`src/rtl/muldiv_pkg.sv`:
```
// rtl/muldiv_pkg.sv - shared RV32M multiply/divide encodings and sequencer states
package muldiv_pkg;

  typedef enum logic [2:0] {
    ST_IDLE,
    ST_PREP,
    ST_CALC,
    ST_FIX,
    ST_DONE
  } muldiv_state_e;

  localparam logic [2:0] MD_MUL    = 3'b000;
  localparam logic [2:0] MD_MULH   = 3'b001;
  localparam logic [2:0] MD_MULHSU = 3'b010;
  localparam logic [2:0] MD_MULHU  = 3'b011;
  localparam logic [2:0] MD_DIV    = 3'b100;
  localparam logic [2:0] MD_DIVU   = 3'b101;
  localparam logic [2:0] MD_REM    = 3'b110;
  localparam logic [2:0] MD_REMU   = 3'b111;

  localparam logic [6:0] MD_FUNCT7 = 7'b0000001;
  localparam logic [6:0] OP_OPCODE = 7'b0110011;

  function automatic logic md_is_div(input logic [2:0] funct3);
    return funct3[2];
  endfunction

endpackage

```
`src/rtl/muldiv_if.sv`:
```
// rtl/muldiv_if.sv - request/result bundle between execute stage and muldiv_seq
interface muldiv_if #(
  parameter int DWIDTH = 32
);
  logic              start_i;
  logic [2:0]        funct3_i;
  logic [DWIDTH-1:0] rs1_i;
  logic [DWIDTH-1:0] rs2_i;
  logic              kill_i;
  logic              busy_o;
  logic              stall_o;
  logic              done_o;
  logic [DWIDTH-1:0] res_o;

  modport master (
    output start_i, funct3_i, rs1_i, rs2_i, kill_i,
    input  busy_o, stall_o, done_o, res_o
  );

  modport slave (
    input  start_i, funct3_i, rs1_i, rs2_i, kill_i,
    output busy_o, stall_o, done_o, res_o
  );
endinterface

```
`src/rtl/muldiv_step.sv`:
```
// rtl/muldiv_step.sv - one shift-add multiply or restoring divide iteration
module muldiv_step #(
  parameter int DWIDTH = 32
) (
  input  logic [2*DWIDTH-1:0] acc_i,
  input  logic [DWIDTH-1:0]   opnd_i,
  input  logic                div_i,
  output logic [2*DWIDTH-1:0] acc_o,
  output logic                qbit_o
);
  logic [DWIDTH:0]   add_sum;
  logic [DWIDTH:0]   rem_shift;
  logic [DWIDTH-1:0] rem_diff;

  // Divide mode leaves acc_o[0] clear; the caller merges qbit_o into it.
  always_comb begin
    add_sum   = {1'b0, acc_i[2*DWIDTH-1:DWIDTH]}
              + (acc_i[0] ? {1'b0, opnd_i} : {(DWIDTH+1){1'b0}});
    rem_shift = acc_i[2*DWIDTH-1:DWIDTH-1];
    rem_diff  = rem_shift[DWIDTH-1:0] - opnd_i;
    qbit_o    = 1'b0;
    acc_o     = {add_sum, acc_i[DWIDTH-1:1]};
    if (div_i) begin
      qbit_o = (rem_shift >= {1'b0, opnd_i});
      acc_o  = {(qbit_o ? rem_diff : rem_shift[DWIDTH-1:0]), acc_i[DWIDTH-2:0], 1'b0};
    end
  end

endmodule

```
`src/rtl/muldiv_seq.sv`:
```
// rtl/muldiv_seq.sv - multi-cycle RV32M multiply/divide sequencer with pipeline stall
module muldiv_seq
  import muldiv_pkg::*;
#(
  parameter int DWIDTH = 32
) (
  input logic     clk,
  input logic     rst_n,
  muldiv_if.slave md
);
  localparam int            CW   = $clog2(DWIDTH) + 1;
  localparam logic [CW-1:0] LAST = CW'(DWIDTH - 1);
  localparam logic [DWIDTH-1:0] SMIN = {1'b1, {(DWIDTH-1){1'b0}}};

  muldiv_state_e       state_q, state_d;
  logic [CW-1:0]       cnt_q, cnt_d;
  logic [2:0]          f3_q, f3_d;
  logic [DWIDTH-1:0]   a_q, a_d, b_q, b_d;
  logic [DWIDTH-1:0]   opnd_q, opnd_d, res_q, res_d;
  logic [2*DWIDTH-1:0] acc_q, acc_d;
  logic                neg_q, neg_d, rsign_q, rsign_d, done_q, done_d;

  logic [2*DWIDTH-1:0] step_acc, prod;
  logic                step_q, is_div, sign_a, sign_b, div_zero, div_ovf;
  logic [DWIDTH-1:0]   mag_a, mag_b, quo, rem;

  muldiv_step #(.DWIDTH(DWIDTH)) u_step (
    .acc_i  (acc_q),
    .opnd_i (opnd_q),
    .div_i  (is_div),
    .acc_o  (step_acc),
    .qbit_o (step_q)
  );

  // An unsigned DWIDTH-bit magnitude already holds 2^(DWIDTH-1).
  always_comb begin
    is_div   = md_is_div(f3_q);
    sign_a   = a_q[DWIDTH-1] & (f3_q == MD_MULH || f3_q == MD_MULHSU ||
                                f3_q == MD_DIV  || f3_q == MD_REM);
    sign_b   = b_q[DWIDTH-1] & (f3_q == MD_MULH || f3_q == MD_DIV || f3_q == MD_REM);
    mag_a    = sign_a ? -a_q : a_q;
    mag_b    = sign_b ? -b_q : b_q;
    div_zero = is_div & (b_q == '0);
    div_ovf  = (f3_q == MD_DIV || f3_q == MD_REM) & (a_q == SMIN) & (b_q == '1);
    prod     = neg_q ? -acc_q : acc_q;
    quo      = neg_q ? -acc_q[DWIDTH-1:0] : acc_q[DWIDTH-1:0];
    rem      = rsign_q ? -acc_q[2*DWIDTH-1:DWIDTH] : acc_q[2*DWIDTH-1:DWIDTH];
  end

  always_comb begin
    state_d = state_q;
    cnt_d   = cnt_q;
    f3_d    = f3_q;
    a_d     = a_q;
    b_d     = b_q;
    opnd_d  = opnd_q;
    acc_d   = acc_q;
    neg_d   = neg_q;
    rsign_d = rsign_q;
    res_d   = res_q;
    case (state_q)
      ST_IDLE: begin
        if (md.start_i && !md.kill_i) begin
          f3_d    = md.funct3_i;
          a_d     = md.rs1_i;
          b_d     = md.rs2_i;
          state_d = ST_PREP;
        end
      end
      ST_PREP: begin
        cnt_d   = '0;
        neg_d   = sign_a ^ sign_b;
        rsign_d = sign_a;
        opnd_d  = is_div ? mag_b : mag_a;
        acc_d   = {{DWIDTH{1'b0}}, (is_div ? mag_b : mag_a) ^ mag_a ^ mag_b};
        if (md.kill_i) begin
          state_d = ST_IDLE;
        end else if (div_zero) begin
          res_d   = f3_q[1] ? a_q : '1;
          state_d = ST_DONE;
        end else if (div_ovf) begin
          res_d   = f3_q[1] ? '0 : a_q;
          state_d = ST_DONE;
        end else begin
          state_d = ST_CALC;
        end
      end
      ST_CALC: begin
        if (md.kill_i) begin
          state_d = ST_IDLE;
        end else begin
          acc_d = step_acc | {{(2*DWIDTH-1){1'b0}}, step_q};
          if (cnt_q == LAST) begin
            state_d = ST_FIX;
          end else begin
            cnt_d = cnt_q + 1'b1;
          end
        end
      end
      ST_FIX: begin
        if (md.kill_i) begin
          state_d = ST_IDLE;
        end else begin
          if (is_div) begin
            res_d = f3_q[1] ? rem : quo;
          end else begin
            res_d = (f3_q == MD_MUL) ? prod[DWIDTH-1:0] : prod[2*DWIDTH-1:DWIDTH];
          end
          state_d = ST_DONE;
        end
      end
      ST_DONE: state_d = ST_IDLE;
      default: state_d = ST_IDLE;
    endcase
    done_d = (state_d == ST_DONE);
  end

  always_ff @(posedge clk or negedge rst_n) begin
    if (!rst_n) begin
      state_q <= ST_IDLE;
      cnt_q   <= '0;
      f3_q    <= '0;
      a_q     <= '0;
      b_q     <= '0;
      opnd_q  <= '0;
      acc_q   <= '0;
      neg_q   <= 1'b0;
      rsign_q <= 1'b0;
      res_q   <= '0;
      done_q  <= 1'b0;
    end else begin
      state_q <= state_d;
      cnt_q   <= cnt_d;
      f3_q    <= f3_d;
      a_q     <= a_d;
      b_q     <= b_d;
      opnd_q  <= opnd_d;
      acc_q   <= acc_d;
      neg_q   <= neg_d;
      rsign_q <= rsign_d;
      res_q   <= res_d;
      done_q  <= done_d;
    end
  end

  assign md.busy_o  = (state_q != ST_IDLE);
  assign md.stall_o = (md.start_i && state_q == ST_IDLE) ||
                      (state_q != ST_IDLE && state_q != ST_DONE);
  assign md.done_o  = done_q;
  assign md.res_o   = res_q;

endmodule
```
`src/flat_wrapper.sv`:
```
// flat-port wrapper written by rule: the top's interface ports become plain ports
module muldiv_seq_flat import muldiv_pkg::*;
#(
  parameter int DWIDTH = 32
)
  (clk, rst_n, md_start_i, md_funct3_i, md_rs1_i, md_rs2_i, md_kill_i, md_busy_o, md_stall_o, md_done_o, md_res_o);
  muldiv_if #(.DWIDTH(DWIDTH)) md_i ();
  input logic clk;
  input logic rst_n;
  input wire logic [$bits(md_i.start_i)-1:0] md_start_i;
  input wire logic [$bits(md_i.funct3_i)-1:0] md_funct3_i;
  input wire logic [$bits(md_i.rs1_i)-1:0] md_rs1_i;
  input wire logic [$bits(md_i.rs2_i)-1:0] md_rs2_i;
  input wire logic [$bits(md_i.kill_i)-1:0] md_kill_i;
  output wire logic [$bits(md_i.busy_o)-1:0] md_busy_o;
  output wire logic [$bits(md_i.stall_o)-1:0] md_stall_o;
  output wire logic [$bits(md_i.done_o)-1:0] md_done_o;
  output wire logic [$bits(md_i.res_o)-1:0] md_res_o;
  assign md_i.start_i = md_start_i;
  assign md_i.funct3_i = md_funct3_i;
  assign md_i.rs1_i = md_rs1_i;
  assign md_i.rs2_i = md_rs2_i;
  assign md_i.kill_i = md_kill_i;
  assign md_busy_o = md_i.busy_o;
  assign md_stall_o = md_i.stall_o;
  assign md_done_o = md_i.done_o;
  assign md_res_o = md_i.res_o;
  muldiv_seq #(.DWIDTH(DWIDTH)) u_core (.clk(clk), .rst_n(rst_n), .md(md_i));
endmodule
```
`config.mk`:
```
export PLATFORM = sky130hd
export DESIGN_NAME = muldiv_seq_flat
export DESIGN_NICKNAME = d
export VERILOG_FILES = /design/src/rtl/muldiv_pkg.sv /design/src/rtl/muldiv_if.sv /design/src/rtl/muldiv_step.sv /design/src/rtl/muldiv_seq.sv /design/src/flat_wrapper.sv
export SDC_FILE = /design/constraint.sdc
export NUM_CORES = 1
export LEC_CHECK = 0
export ABC_CLOCK_PERIOD_IN_PS = 4780
export BUFFER_PORTS_ARGS = -buffer_cell sky130_fd_sc_hd__buf_2
export CAP_MARGIN = 20
export CORE_UTILIZATION = 63
export DETAILED_ROUTE_END_ITERATION = 10
export PLACE_DENSITY = 0.91
export SETUP_SLACK_MARGIN = 0.02
export SLEW_MARGIN = 0
export SYNTH_ARGS = -nofsm -noshare
export SYNTH_HDL_FRONTEND = slang
export SYNTH_SLANG_ARGS = --single-unit
```
`constraint.sdc`:
```
create_clock -name clk -period 4.78 [get_ports clk]
set_input_delay 0.956 -clock clk [delete_from_list [all_inputs] [get_ports clk]]
set_output_delay 0.956 -clock clk [all_outputs]
set_load 0.03 [all_outputs]
```
==> flow_summary.yaml, run 1 <==
place:
  post-place-cells: 2545
  globalplace.congestion: 1.05
  postPlaceCellArea_mm2: 0.0184
  place.detailed.hpwl_mm: 47.6
  io_buffers: 105
logic_synthesis:
  synth.area.mux_share_pct: 7.24
  syn-instance-count: 2165
  biggest_area_consumer_among_synthesized_cells: "sky130_fd_sc_hd__dfrtp_1"
  synthSimpleGateAreaFrac_pct: 19.0
  synth_top_area_share_pct: 29.5
  post_synth_xor_area_fraction_pct: 9.73
  async_flop_share_pct: 100
  synthDistinctLibCells: 86
  combinational_family_with_the_most_area_after_synthesis: "compound AO/OA/AOI/OAI gates"
  postSynthAreaPerCell_um2: 8.11
  netlist_area_mm2: 0.0175
  post-synth-top-count-cell: "sky130_fd_sc_hd__dfrtp_1"
  synth.area.top_cells: "sky130_fd_sc_hd__dfrtp_1 30%, sky130_fd_sc_hd__o21ai_0 5.5%, sky130_fd_sc_hd__xor2_1 5.2%"
  count_of_flip_flops_with_a_built_in_enable_after_synthesis: 0
  synth_common_cells: "207 x sky130_fd_sc_hd__dfrtp_1, 204 x sky130_fd_sc_hd__nand2_1, 199 x sky130_fd_sc_hd__nor2_1"
  yosys.area_share.adder_pct: 6.47
  yosys_most_used_dff: "sky130_fd_sc_hd__dfrtp_1"
  synth.yosys.seq_area_share_pct: 29.5
  yosys_warnings: 0
  synth_nets: 2308
  synth_area_in_compound_gates_pct: 23.3
  postSynthRegisterBits: 207
route:
  initialDrtViolationCount: 2681
  detailroute.via_count: 17900
  totalWireLength_mm: 63.7
  drc_errors: 0
  route.detailed.vias_per_inst: 6.93
  post_drt_wl_per_cell_um: 24.6
  postRouteAntennaNets: 0
  drtPass1Iterations: 9
grt:
  grt_pass1_vias: 16800
  maximum_number_of_pins_on_one_net_before_global_route_repair: 107
  global_route.usage.total_pct: 44.3
  grt_pass1_wl_mm: 96.8
  overflow: 0
  antenna_found_initial: 2
sta:
  hold_viol_final: 0
  relSlewSlack_pct: 18.5
  final_period_minus_worst_setup_slack_ps: 3990
  final-setup-viol-count: 0
  finalCritPeriodShare_pct: 83.6
  clock.fmax_ghz: 0.250
  final.setup.tns_ps: 0
  drv_slew: 0
  worst_pin_slew_ps: 1220
  rsz_0062_raised_after_global_routing: "no"
  fin_worst_skew_ps: 30.4
die:
  die_area_mm2: 0.0285
  die_boundary_width_um: 169
  dieHeight_um: 169
  floorplan.io_pins: 106
  fp.coreArea_mm2: 0.0272
  initial_utilization_pct: 64.6
  row_count: 60
critical_path:
  cp-start-kind: "register"
  critical_path_class: "reg -> reg"
  required_time_of_the_worst_setup_path_ps: 5220
  crit_arrival_ps: 4430
  timing.critical_path.max_delay_family: "compound AO/OA/AOI/OAI gates"
  cpPeakStageDelay_ps: 510
  worst-path-buf-inv: 2
  critical_path_peak_fanout: 16
  timing.critical_path.cells: "inv_1, buf_4, nor2_1, ha_1, nor2b_1, o31ai_1, a211o_1, a21oi_1, a41o_1, o41a_1, nand4_1, nand3_1, a32o_1"
  cp_slowest_cell: "sky130_fd_sc_hd__inv_1"
  cp-end-kind: "register"
clock_network:
  total_cts_buffers: 24
  postCtsSetupRepairBufs: 0
  clock_path_buffers: 3
  cts_tree: "built"
  cts.sinks: 207
  path_clk_slew_ps: 60
  clock_latency_ps: 570
  post_cts_resize_count: 0
  clockRootBuffer: "sky130_fd_sc_hd__clkbuf_16"
  hold_buffers: 0
  htree_num_levels: 1
final_layout:
  post-route-util_pct: 70.6
  syn2layout_area_growth_pct: 9.35
  nNetsFinal: 2343
  post_layout_nonfiller_instances: 2588
  antenna-diode-count: 0
  stdcell_area_mm2: 0.0192
  fillerInstances: 2164
  drive_gt1_share_pct: 13.8
pwr:
  worst_ir_drop_vdd_uv: 379
  power_mw: 12.8
  p_leak_nw: 8.29
  power_density_mw_per_mm2: 664
status:
  status: "complete, no violations"
worst_hold_path:
  hp-class: "reg -> reg"
flow_run:
  timing.max_cap.violations: 0
[power breakdown]
part	total, mW	internal, mW	leakage, nW	switching, mW
clock network	1.86	1.05	0.387	0.812
logic	7.66	2.86	5.33	4.80
registers	3.23	2.30	2.58	0.933
total	12.8	6.21	8.29	6.54
[layer usage]
layer / global-route usage [%] / vias to the layer above / share of wire (%)
li1: - / 7937 / -
met1: 59.0 / 8509 / 38
met2: 67.3 / 1244 / 43
met3: 10.3 / 234 / 12
met4: 22.9 / 2 / 6.1
met5: 0.348 / - / 0.020
[placed cells by master, fill, tap and decap left out, types with 17 or more instances in the layout]
| cell type | count |
|---|---|
| sky130_fd_sc_hd__or3_1 | 31 |
| sky130_fd_sc_hd__o21ai_0 | 193 |
| sky130_fd_sc_hd__maj3_1 | 22 |
| sky130_fd_sc_hd__a21oi_1 | 162 |
| sky130_fd_sc_hd__xnor2_1 | 91 |
| sky130_fd_sc_hd__xor2_1 | 104 |
| sky130_fd_sc_hd__o31ai_1 | 30 |
| sky130_fd_sc_hd__a31oi_1 | 28 |
| sky130_fd_sc_hd__nand2b_1 | 17 |
| sky130_fd_sc_hd__buf_4 | 45 |
| sky130_fd_sc_hd__o211ai_1 | 25 |
| sky130_fd_sc_hd__dfrtp_1 | 205 |
| sky130_fd_sc_hd__buf_2 | 104 |
| sky130_fd_sc_hd__mux2_2 | 75 |
| sky130_fd_sc_hd__mux2i_1 | 38 |
| sky130_fd_sc_hd__nand2_1 | 203 |
| sky130_fd_sc_hd__a211oi_1 | 33 |
| sky130_fd_sc_hd__a22oi_1 | 20 |
| sky130_fd_sc_hd__a21o_1 | 28 |
| sky130_fd_sc_hd__nor3_1 | 48 |
| sky130_fd_sc_hd__nand4_1 | 26 |
| sky130_fd_sc_hd__inv_1 | 64 |
| sky130_fd_sc_hd__clkbuf_16 | 24 |
| sky130_fd_sc_hd__ha_1 | 70 |
| sky130_fd_sc_hd__or4_1 | 17 |
| sky130_fd_sc_hd__nand3_1 | 46 |
| sky130_fd_sc_hd__nor2_1 | 196 |
[kinds of logic (layout without fill, tap and decap cells)]
| logic type | count (synthesis) | count (layout) |
|---|---|---|
| flip-flops | 207 | 207 |
| AO/OA/AOI/OAI | 652 | 652 |
| buffers and inverters | 211 | 262 |
| multiplexers | 115 | 115 |
| XOR/XNOR | 195 | 195 |
| AND/OR/NAND/NOR | 691 | 691 |
| adder cells (fa/ha/maj) | 94 | 94 |
[worst register-to-register path, stage by stage (launching register included)]
cell	delay (ps)
sky130_fd_sc_hd__dfrtp_1	430
sky130_fd_sc_hd__inv_1	510
sky130_fd_sc_hd__buf_4	330
sky130_fd_sc_hd__nor2_1	70
sky130_fd_sc_hd__ha_1	330
sky130_fd_sc_hd__nor2b_1	160
sky130_fd_sc_hd__o31ai_1	500
sky130_fd_sc_hd__a211o_1	260
sky130_fd_sc_hd__a21oi_1	130
sky130_fd_sc_hd__a41o_1	290
sky130_fd_sc_hd__o41a_1	430
sky130_fd_sc_hd__nand4_1	120
sky130_fd_sc_hd__nand3_1	80
sky130_fd_sc_hd__a32o_1	260
[sequential cells by signal, summed over array words and instances (netlist names)]
register,flops
u_core.cnt_q,6
u_core.acc_q,64
u_core.b_q,32
u_core.neg_q,1
u_core.rsign_q,1
u_core.a_q,32
u_core.md.done_o,1
u_core.state_q,3
u_core.f3_q,3
u_core.md.res_o,32
u_core.opnd_q,32
[area by class of cell]
type | count | area (um^2) | area share, %
multi-input cells | 1747 | 11600 | 60.3
flip-flops and latches | 207 | 5180 | 27.0
repair buffers | 153 | 923 | 4.81
clock buffers | 30 | 663 | 3.46
well taps | 372 | 465 | 2.43
inverters | 67 | 251 | 1.31
clock inverters | 12 | 129 | 0.672
[worst paths after layout]
| kind | from | end | slack, ps | depth (start not counted) |
|---|---|---|---|---|
| max reg2reg | u_core.acc_q[0]$_DFFE_PN0P_ | u_core.acc_q[63]$_DFFE_PN0P_ | 790 | 13 |
| max in group asynchronous | rst_n | u_core.opnd_q[22]$_DFFE_PN0P_ | 3290 | 2 |
| min reg2reg | u_core.md.res_o[0]$_DFFE_PN0P_ | u_core.md.res_o[0]$_DFFE_PN0P_ | 470 | 2 |
| min | u_core.md.res_o[0]$_DFFE_PN0P_ | u_core.md.res_o[0]$_DFFE_PN0P_ | 470 | 2 |
| max | u_core.acc_q[0]$_DFFE_PN0P_ | u_core.acc_q[63]$_DFFE_PN0P_ | 790 | 13 |
| min in group asynchronous | rst_n | u_core.md.res_o[20]$_DFFE_PN0P_ | 480 | 1 |
[stage by stage]
step / setup WS (ps) / hold slack [ps]
6_report: 785 / 474
3_5_place_dp: 925 / 465
5_1_grt: 569 / 494
2_1_floorplan: 1360 / 450
4_1_cts: 861 / 478
3_3_place_gp: 1020 / 460
(Power assumes the default switching activity.)
==> run 2: changes to the inputs <==
--- a/config.mk
+++ b/config.mk
@@ -5,7 +5,7 @@
 export SDC_FILE = /design/constraint.sdc
 export NUM_CORES = 1
 export LEC_CHECK = 0
-export ABC_CLOCK_PERIOD_IN_PS = 4780
+export ABC_CLOCK_PERIOD_IN_PS = 4200
 export BUFFER_PORTS_ARGS = -buffer_cell sky130_fd_sc_hd__buf_2
 export CAP_MARGIN = 20
 export CORE_UTILIZATION = 63
==> constraint.sdc (replaced) <==
create_clock -name clk -period 4.2 [get_ports clk]
set_input_delay 0.84 -clock clk [delete_from_list [all_inputs] [get_ports clk]]
set_output_delay 0.84 -clock clk [all_outputs]
set_load 0.03 [all_outputs]
==> run 2 against run 1 <==
Critical path type unchanged. Via count grew 1.5%. Wire length grew 2.2%. Maximum frequency grew 4.9%.
==> flow_summary.yaml, run 2 (synthesized netlist as in run 1, its figures left out) <==
die:
  initial_utilization_pct: 64.6
  fp.coreArea_mm2: 0.0272
  dieHeight_um: 169
  die_area_mm2: 0.0285
  die_boundary_width_um: 169
  floorplan.io_pins: 106
  row_count: 60
sta:
  drv_slew: 0
  clock.fmax_ghz: 0.263
  hold_viol_final: 0
  final_period_minus_worst_setup_slack_ps: 3810
  worst_pin_slew_ps: 1030
  final-setup-viol-count: 0
  relSlewSlack_pct: 31.4
  fin_worst_skew_ps: 9.65
  finalCritPeriodShare_pct: 90.7
  rsz_0062_raised_after_global_routing: "no"
  final.setup.tns_ps: 0
place:
  io_buffers: 105
  place.detailed.hpwl_mm: 48.6
  post-place-cells: 2562
  globalplace.congestion: 1.10
final_layout:
  syn2layout_area_growth_pct: 9.80
  post-route-util_pct: 70.9
  drive_gt1_share_pct: 14.0
  largest_register: "u_core.acc_q"
  nNetsFinal: 2359
  largest_reg_flops: 64
  mostFrequentLayoutCells: "205 x sky130_fd_sc_hd__dfrtp_1, 203 x sky130_fd_sc_hd__nand2_1, 196 x sky130_fd_sc_hd__nor2_1"
  post_layout_nonfiller_instances: 2605
  final_common_cell: "sky130_fd_sc_hd__dfrtp_1"
route:
  detailroute.via_count: 18200
  route.detailed.vias_per_inst: 6.99
  initialDrtViolationCount: 2758
  drtPass1Iterations: 8
  postRouteAntennaNets: 0
  totalWireLength_mm: 65.2
  drc_errors: 0
  post_drt_wl_per_cell_um: 25.0
grt:
  maximum_number_of_pins_on_one_net_before_global_route_repair: 97
  global_route.usage.total_pct: 45.2
  grt_pass1_wl_mm: 98.7
  grt_pass1_vias: 17200
  antenna_found_initial: 0
  overflow: 0
critical_path:
  cp-end-kind: "register"
  required_time_of_the_worst_setup_path_ps: 4580
  critical_path_peak_fanout: 14
  cp-start-kind: "register"
  crit_arrival_ps: 4190
  critical_path_class: "reg -> reg"
clock_network:
  clockRootBuffer: "sky130_fd_sc_hd__clkbuf_16"
  total_cts_buffers: 24
  cts.sinks: 207
  clock_path_buffers: 3
  post_cts_resize_count: 0
  hold_buffers: 0
  clock_latency_ps: 550
  postCtsSetupRepairBufs: 0
  path_clk_slew_ps: 60
  cts_tree: "built"
  htree_num_levels: 1
pwr:
  worst_ir_drop_vdd_uv: 525
  power_density_mw_per_mm2: 761
  p_leak_nw: 8.35
worst_hold_path:
  hp-class: "in -> async"
status:
  status: "complete, no violations"
flow_run:
  timing.max_cap.violations: 0
[run 2: metal layers]
| layer | global-route usage (%) | part of all wire, % |
|---|---|---|
| met5 | 0 | 0 |
| met4 | 26.2 | 6.9 |
| met3 | 12.4 | 13 |
| met2 | 67.7 | 43 |
| met1 | 58.5 | 37 |
[run 2: worst paths after layout]
path                                                  from                         endpoint  slack, ps  cells after the start
max                           u_core.acc_q[33]$_DFFE_PN0P_     u_core.acc_q[41]$_DFFE_PN0P_        390                     11
min                                                  rst_n  u_core.md.res_o[18]$_DFFE_PN0P_        340                      1
max reg2reg                   u_core.acc_q[33]$_DFFE_PN0P_     u_core.acc_q[41]$_DFFE_PN0P_        390                     11
min reg2reg                u_core.md.res_o[30]$_DFFE_PN0P_  u_core.md.res_o[30]$_DFFE_PN0P_        470                      2
max in group asynchronous                            rst_n       u_core.f3_q[2]$_DFFE_PN0P_       2830                      2
min in group clk           u_core.md.res_o[30]$_DFFE_PN0P_  u_core.md.res_o[30]$_DFFE_PN0P_        470                      2
[run 2: cell type report]
| class | count | area [um^2] |
|---|---|---|
| inverters | 67 | 251 |
| repair buffers | 169 | 1030 |
| flip-flops and latches | 207 | 5180 |
| multi-input cells | 1747 | 11600 |
| clock inverters | 4 | 81.3 |
| diodes | 1 | 2.50 |
| fillers | 2198 | 7910 |
| well taps | 372 | 465 |
| clock buffers | 38 | 683 |
[run 2: critical path: stages, from the launching register on]
cell and delay, ps:
sky130_fd_sc_hd__dfrtp_1 500, sky130_fd_sc_hd__ha_1 410, sky130_fd_sc_hd__nand3_1 120, sky130_fd_sc_hd__o21bai_1 240
sky130_fd_sc_hd__a2111o_1 490, sky130_fd_sc_hd__a31o_2 310, sky130_fd_sc_hd__and4_1 250, sky130_fd_sc_hd__o211ai_2 410
sky130_fd_sc_hd__and2_1 210, sky130_fd_sc_hd__buf_4 280, sky130_fd_sc_hd__mux2i_1 240, sky130_fd_sc_hd__o221ai_1 150
[run 2: power by group]
group          leakage (nW)  internal [mW]  switching (mW)
Sequential             2.58           2.62           0.995
Combinational          5.41           3.32            5.62
Clock                 0.369           1.23           0.878
[run 2: metrics by stage]
stage	setup slack, ps	total power, mW	instance area [um^2]	hold WS, ps
3_5_place_dp	504	12.1	18500	465
5_1_grt	234	15.3	19300	409
3_3_place_gp	612	11.9	18500	459
2_1_floorplan	778	9.36	17500	450
6_report	391	14.7	19300	336
4_1_cts	492	14.2	19300	413
